`src/rtl/bcd_game_timer.sv`:
```
// bcd_game_timer: prescaled N-digit BCD up/down timer.
// It supports pause, clear, preset load and lap capture.
// It also raises a wrap pulse and a sticky expiry flag.
module bcd_game_timer #(
    parameter int unsigned TICK_DIV = 5000000,
    parameter int unsigned DIGITS   = 2
) (
    input  logic                  i_Clk,
    input  logic                  i_Rst,
    input  logic                  i_Enable,
    input  logic                  i_Clear,
    input  logic                  i_Mode,
    input  logic                  i_Load,
    input  logic [4*DIGITS-1:0]   i_LoadVal,
    input  logic                  i_Lap,
    output logic [4*DIGITS-1:0]   o_Digits,
    output logic [4*DIGITS-1:0]   o_Lap,
    output logic                  o_Tick,
    output logic                  o_Wrap,
    output logic                  o_Expired
);

    localparam int unsigned W  = 4 * DIGITS;
    localparam int unsigned PW = (TICK_DIV > 1) ? $clog2(TICK_DIV) : 1;
    localparam logic [PW-1:0] P_LAST = PW'(TICK_DIV - 1);

    logic [PW-1:0]   r_Presc;
    logic [PW-1:0]   w_presc_nxt;
    logic            w_tick;
    logic [W-1:0]    w_up;
    logic [W-1:0]    w_dn;
    logic [W-1:0]    w_load_san;
    logic [DIGITS:0] w_carry;
    logic [DIGITS:0] w_borrow;
    logic [W-1:0]    w_digits_nxt;
    logic            w_tick_nxt;
    logic            w_wrap_nxt;
    logic            w_expired_nxt;

    assign w_tick = i_Enable && (r_Presc == P_LAST);

    // Per-digit increment/decrement chains and load sanitising
    always_comb begin
        logic [3:0] v_d;
        logic [3:0] v_l;
        w_up        = '0;
        w_dn        = '0;
        w_load_san  = '0;
        w_carry     = '0;
        w_borrow    = '0;
        w_carry[0]  = 1'b1;
        w_borrow[0] = 1'b1;
        for (int k = 0; k < DIGITS; k++) begin
            v_d = o_Digits[4*k +: 4];
            v_l = i_LoadVal[4*k +: 4];
            w_up[4*k +: 4] = w_carry[k]  ? ((v_d == 4'd9) ? 4'd0 : 4'(v_d + 4'd1)) : v_d;
            w_dn[4*k +: 4] = w_borrow[k] ? ((v_d == 4'd0) ? 4'd9 : 4'(v_d - 4'd1)) : v_d;
            w_carry[k+1]   = w_carry[k]  && (v_d == 4'd9);
            w_borrow[k+1]  = w_borrow[k] && (v_d == 4'd0);
            w_load_san[4*k +: 4] = (v_l > 4'd9) ? 4'd9 : v_l;
        end
    end

    // Next-state selection: clear beats load beats tick
    always_comb begin
        w_presc_nxt   = r_Presc;
        w_digits_nxt  = o_Digits;
        w_tick_nxt    = 1'b0;
        w_wrap_nxt    = 1'b0;
        w_expired_nxt = o_Expired;
        if (i_Enable) begin
            w_presc_nxt = (r_Presc == P_LAST) ? '0 : PW'(r_Presc + 1'b1);
        end
        if (i_Clear) begin
            w_presc_nxt   = '0;
            w_digits_nxt  = '0;
            w_expired_nxt = 1'b0;
        end else if (i_Load) begin
            w_presc_nxt   = '0;
            w_digits_nxt  = w_load_san;
            w_expired_nxt = i_Mode && (i_LoadVal == '0);
        end else if (w_tick) begin
            if (i_Mode) begin
                // An already-expired or already-zero count never borrows below zero
                if (!o_Expired) begin
                    if (w_borrow[DIGITS]) begin
                        w_expired_nxt = 1'b1;
                    end else begin
                        w_digits_nxt  = w_dn;
                        w_tick_nxt    = 1'b1;
                        w_expired_nxt = (w_dn == '0);
                    end
                end
            end else begin
                w_digits_nxt = w_up;
                w_tick_nxt   = 1'b1;
                w_wrap_nxt   = w_carry[DIGITS];
            end
        end
    end

    // State and output registers
    always_ff @(posedge i_Clk or negedge i_Rst) begin
        if (!i_Rst) begin
            r_Presc   <= '0;
            o_Digits  <= '0;
            o_Lap     <= '0;
            o_Tick    <= 1'b0;
            o_Wrap    <= 1'b0;
            o_Expired <= 1'b0;
        end else begin
            r_Presc   <= w_presc_nxt;
            o_Digits  <= w_digits_nxt;
            o_Tick    <= w_tick_nxt;
            o_Wrap    <= w_wrap_nxt;
            o_Expired <= w_expired_nxt;
            if (i_Lap) begin
                o_Lap <= o_Digits;
            end
        end
    end

endmodule

```
`config.mk`:
```
export PLATFORM = sky130hd
export DESIGN_NAME = bcd_game_timer
export DESIGN_NICKNAME = d
export VERILOG_FILES = /design/src/rtl/bcd_game_timer.sv
export SDC_FILE = /design/constraint.sdc
export NUM_CORES = 1
export LEC_CHECK = 0
export BUFFER_PORTS_ARGS = -buffer_cell sky130_fd_sc_hd__buf_2
export CORE_MARGIN = 2
export CORE_UTILIZATION = 51
export CTS_BUF_LIST = sky130_fd_sc_hd__clkbuf_8
export CTS_CLUSTER_SIZE = 40
export DETAILED_ROUTE_END_ITERATION = 8
export GPL_TIMING_DRIVEN = 0
export PLACE_DENSITY = 0.76
export SLEW_MARGIN = 20
export SYNTH_ARGS = -nofsm -noshare
export SYNTH_HDL_FRONTEND = slang
export SYNTH_SLANG_ARGS = --single-unit
export TNS_END_PERCENT = 100
```
`constraint.sdc`:
```
create_clock -name i_Clk -period 3.1 [get_ports i_Clk]
set_clock_uncertainty 0.1 [all_clocks]
set_input_delay 0.155 -clock i_Clk [delete_from_list [all_inputs] [get_ports i_Clk]]
set_output_delay 0.155 -clock i_Clk [all_outputs]
set_load 0.1 [all_outputs]
```
==> results.tsv <==
stage	metric	value	unit
worst_hold_path	Hold WC Path Type	input pin to register	
detailed_routing	# DRC	0	
synth	top-count cell post-synth	dfrtp_1	
flow_run	Max Cap Viol	0	
cells_and_area	number of fill cells	449	
cells_and_area	sequential cell area	1050	sq um
setup_path	worst endpoint required time	3.21	ns
synth	sequential fraction of the synthesis area	37.8	%
setup_path	kind of critical path	register to register	
power_and_ir_drop	Design Power	0.00136	W
setup_path	worst r2r src	o_Digits[0]$_DFFE_PN0P_	
synth	Synth area leader	dfrtp_1	
timing	clock period minus worst slack	2.65	ns
power_and_ir_drop	Worst VDD drop	0.341	mV
detailed_routing	vias per inst	6.07	
timing	endpoints failing setup	0	
status	outcome	completed	
cells_and_area	final core occ	60.8	%
grt	GRT Overall Usage	23.3	%
detailed_routing	Routed WL per cell	16.0	um
synth	flops & latches, synth	42	
clock_network	setup bufs post-CTS	0	
timing	number of hold violations in the final report	0	
place	DP HPWL	4.71	mm
timing	Slew @ Worst Pin	0.935	ns
clock_network	clock latency on the worst-skew pair	0.31	ns
cells_and_area	Non-Filler Instances	406	
place	GP Congestion	0.985	
die	I/O pin count	34	
synth	synth warn	0	
timing	worst rel slew slack	37.7	%
clock_network	post-CTS sizing	0	
die	Die ar.	6070	sq um
grt	first-pass GRT wire length	11.3	mm
synth	Synth top cells by count	42 x dfrtp_1, 29 x nor2_1, 15 x nand2_1, 15 x nand4_1, 14 x xor2_1	
timing	FMAX	0.377	GHz
clock_network	CTS HTree Levels	2	
clock_network	CTS Sinks	42	
place	Inst Count DP	397	
setup_path	element type at the critical path start	register	
power_and_ir_drop	Leakage	1.34	nW
setup_path	nature of the critical path endpoint	register	
timing	Final period util	85.5	%
cells_and_area	n_diodes	0	
setup_path	Worst EP arrival	2.76	ns
cells_and_area	Layout Nets	358	
grt	largest net degree at the start of global routing	43	
die	Rows	26	
synth	share of the synthesized area in the top cell type	37.8	%
detailed_routing	vias	2465	
cells_and_area	share of layout cells above drive strength 1	18.5	%
clock_network	CTS buffer count	5	
timing	final setup TNS	0	ns
detailed_routing	Routed WL	6.49	mm
synth	top post-synthesis cells by area	dfrtp_1 38%, xor2_1 4.4%, mux2_2 4.0%, nor2_1 3.9%, ha_1 3.6%	
synth	Post-Syn Instances	296	
clock_network	root buffer cell	clkbuf_8	
synth	Synth Area per Inst	9.41	sq um
grt	vias in the first global route	2391	
worst_hold_path	HP Start	i_LoadVal[3]	
detailed_routing	1st-iter DRT viols	168	
synth	synthesized net count	319	
grt	GRT overflow	0	
cells_and_area	area delta synth->final	12.9	%
die	core area	5170	sq um
die	die width	77.9	um
setup_path	worst-path fanout max	11	
place	Port Buffers	31	
grt	initial antenna violation count	0	
detailed_routing	First-pass DRT Iterations	5	
power_and_ir_drop	power per cell area	432	nW/um^2
synth	cell area after synthesis	2780	sq um
setup_path	Setup crit start	o_Digits[0]$_DFFE_PN0P_	
timing	fin. max-slew vios	0	
synth	post-synthesis cell type count	61	
synth	FFs w/ async S/R, synth	100	%
die	Starting Density	53.8	%
detailed_routing	antenna-violating nets left	0	
die	Die Span Y	77.9	um
clock_network	maximum clock path buffer count	2	
cells_and_area	multi-input logic area	1620	sq um
clock_network	Clock transition at path regs	0.08	ns
timing	RSZ-0062 raised after global routing	no	
synth	Most used DFF post-synth	dfrtp_1	
clock_network	CTS Hold Bufs	1	
clock_network	TritonCTS clock tree	done	
synth	Post-synth EDFFs	0	
[critical path, stage by stage (launching register included)]
cell and delay [ns]:
dfrtp_1 0.52, inv_1 0.13, ha_1 0.30, or3b_1 0.37
clkbuf_1 0.19, or3_1 0.40, o211ai_1 0.18, a311oi_1 0.13
o31ai_1 0.24
[final cells by class]
| type | instances | area share, % |
|---|---|---|
| multi-input combinational | 227 | 51.6 |
| sequential | 42 | 33.4 |
| timing repair buffer | 32 | 5.25 |
| tap | 70 | 2.79 |
| clock buffer | 5 | 2.19 |
| buffer | 15 | 2.15 |
| inverter | 12 | 1.43 |
| clock inverter | 3 | 1.19 |
[state kept, by name (all words and copies together), names as in the netlist]
register	flops
o_Wrap	1
o_Digits	8
o_Expired	1
o_Tick	1
r_Presc	23
o_Lap	8
[report_power, final]
part / total, W / internal (W) / switching, W
registers: 0.000585 / 0.000566 / 0.0000188
logic: 0.000346 / 0.0000871 / 0.000259
clock network: 0.000425 / 0.000234 / 0.000191
total: 0.00136 / 0.000888 / 0.000469
[logic make-up (layout without fill, tap and decap cells)]
family / after synthesis / in the layout / share of synthesized area (%)
flops: 42 / 42 / 37.8
xor+xnor: 20 / 20 / 6.29
compound gates: 58 / 58 / 16.5
fa+ha+maj: 8 / 8 / 3.60
buf+inv: 27 / 67 / 4.05
mux: 12 / 12 / 4.76
simple gates: 129 / 129 / 27.0
[worst paths after layout]
check,end,slack [ns],cells after the start
setup / recovery,o_Expired$_DFFE_PN0P_,0.45,8
max in group asynchronous,o_Lap[6]$_DFFE_PN0P_,1.89,2
setup reg to reg,o_Expired$_DFFE_PN0P_,0.45,8
hold reg to reg,o_Lap[6]$_DFFE_PN0P_,0.40,1
min in group asynchronous,o_Digits[7]$_DFFE_PN0P_,0.41,2
hold / removal,o_Digits[0]$_DFFE_PN0P_,0.06,3
[stage by stage]
stage,hold slack [ns],instance area [sq um],worst slack (ns)
6_report,0.0587,3140,0.449
5_1_grt,0.0686,3140,0.307
4_1_cts,0.0525,3140,0.506
3_5_place_dp,0.262,3030,0.531
3_3_place_gp,0.248,3030,0.543
2_1_floorplan,-0.241,2780,0.159
[metal layers]
| layer | global-route usage [%] | routed length, um | part of all wire [%] | up-vias |
|---|---|---|---|---|
| met1 | 29.4 | 2880 | 44 | 1188 |
| met4 | 8.04 | 104 | 1.6 | 0 |
| met2 | 40.0 | 3190 | 49 | 76 |
| met5 | 0 | 0 | 0 | - |
| met3 | 3.95 | 319 | 4.9 | 9 |
| li1 | - | - | - | 1192 |
[placed cells by master, fill, tap and decap left out, types with 3 or more instances in the layout]
| cell | n |
|---|---|
| a211oi_1 | 7 |
| a21o_1 | 3 |
| a21oi_1 | 6 |
| a22o_1 | 3 |
| a31oi_1 | 5 |
| and3_1 | 5 |
| and4_1 | 3 |
| buf_2 | 31 |
| clkbuf_1 | 13 |
| clkbuf_8 | 5 |
| dfrtp_1 | 42 |
| ha_1 | 8 |
| inv_1 | 14 |
| mux2_2 | 10 |
| nand2_1 | 15 |
| nand2b_1 | 5 |
| nand3_1 | 11 |
| nand3b_1 | 3 |
| nand4_1 | 15 |
| nor2_1 | 29 |
| nor2b_1 | 5 |
| nor3_1 | 9 |
| nor4_1 | 6 |
| o2111ai_1 | 3 |
| o211ai_1 | 4 |
| o21ai_0 | 5 |
| or2_2 | 3 |
| or4b_1 | 3 |
| xnor2_1 | 6 |
| xor2_1 | 14 |
Power figures use the tool's default switching activity.
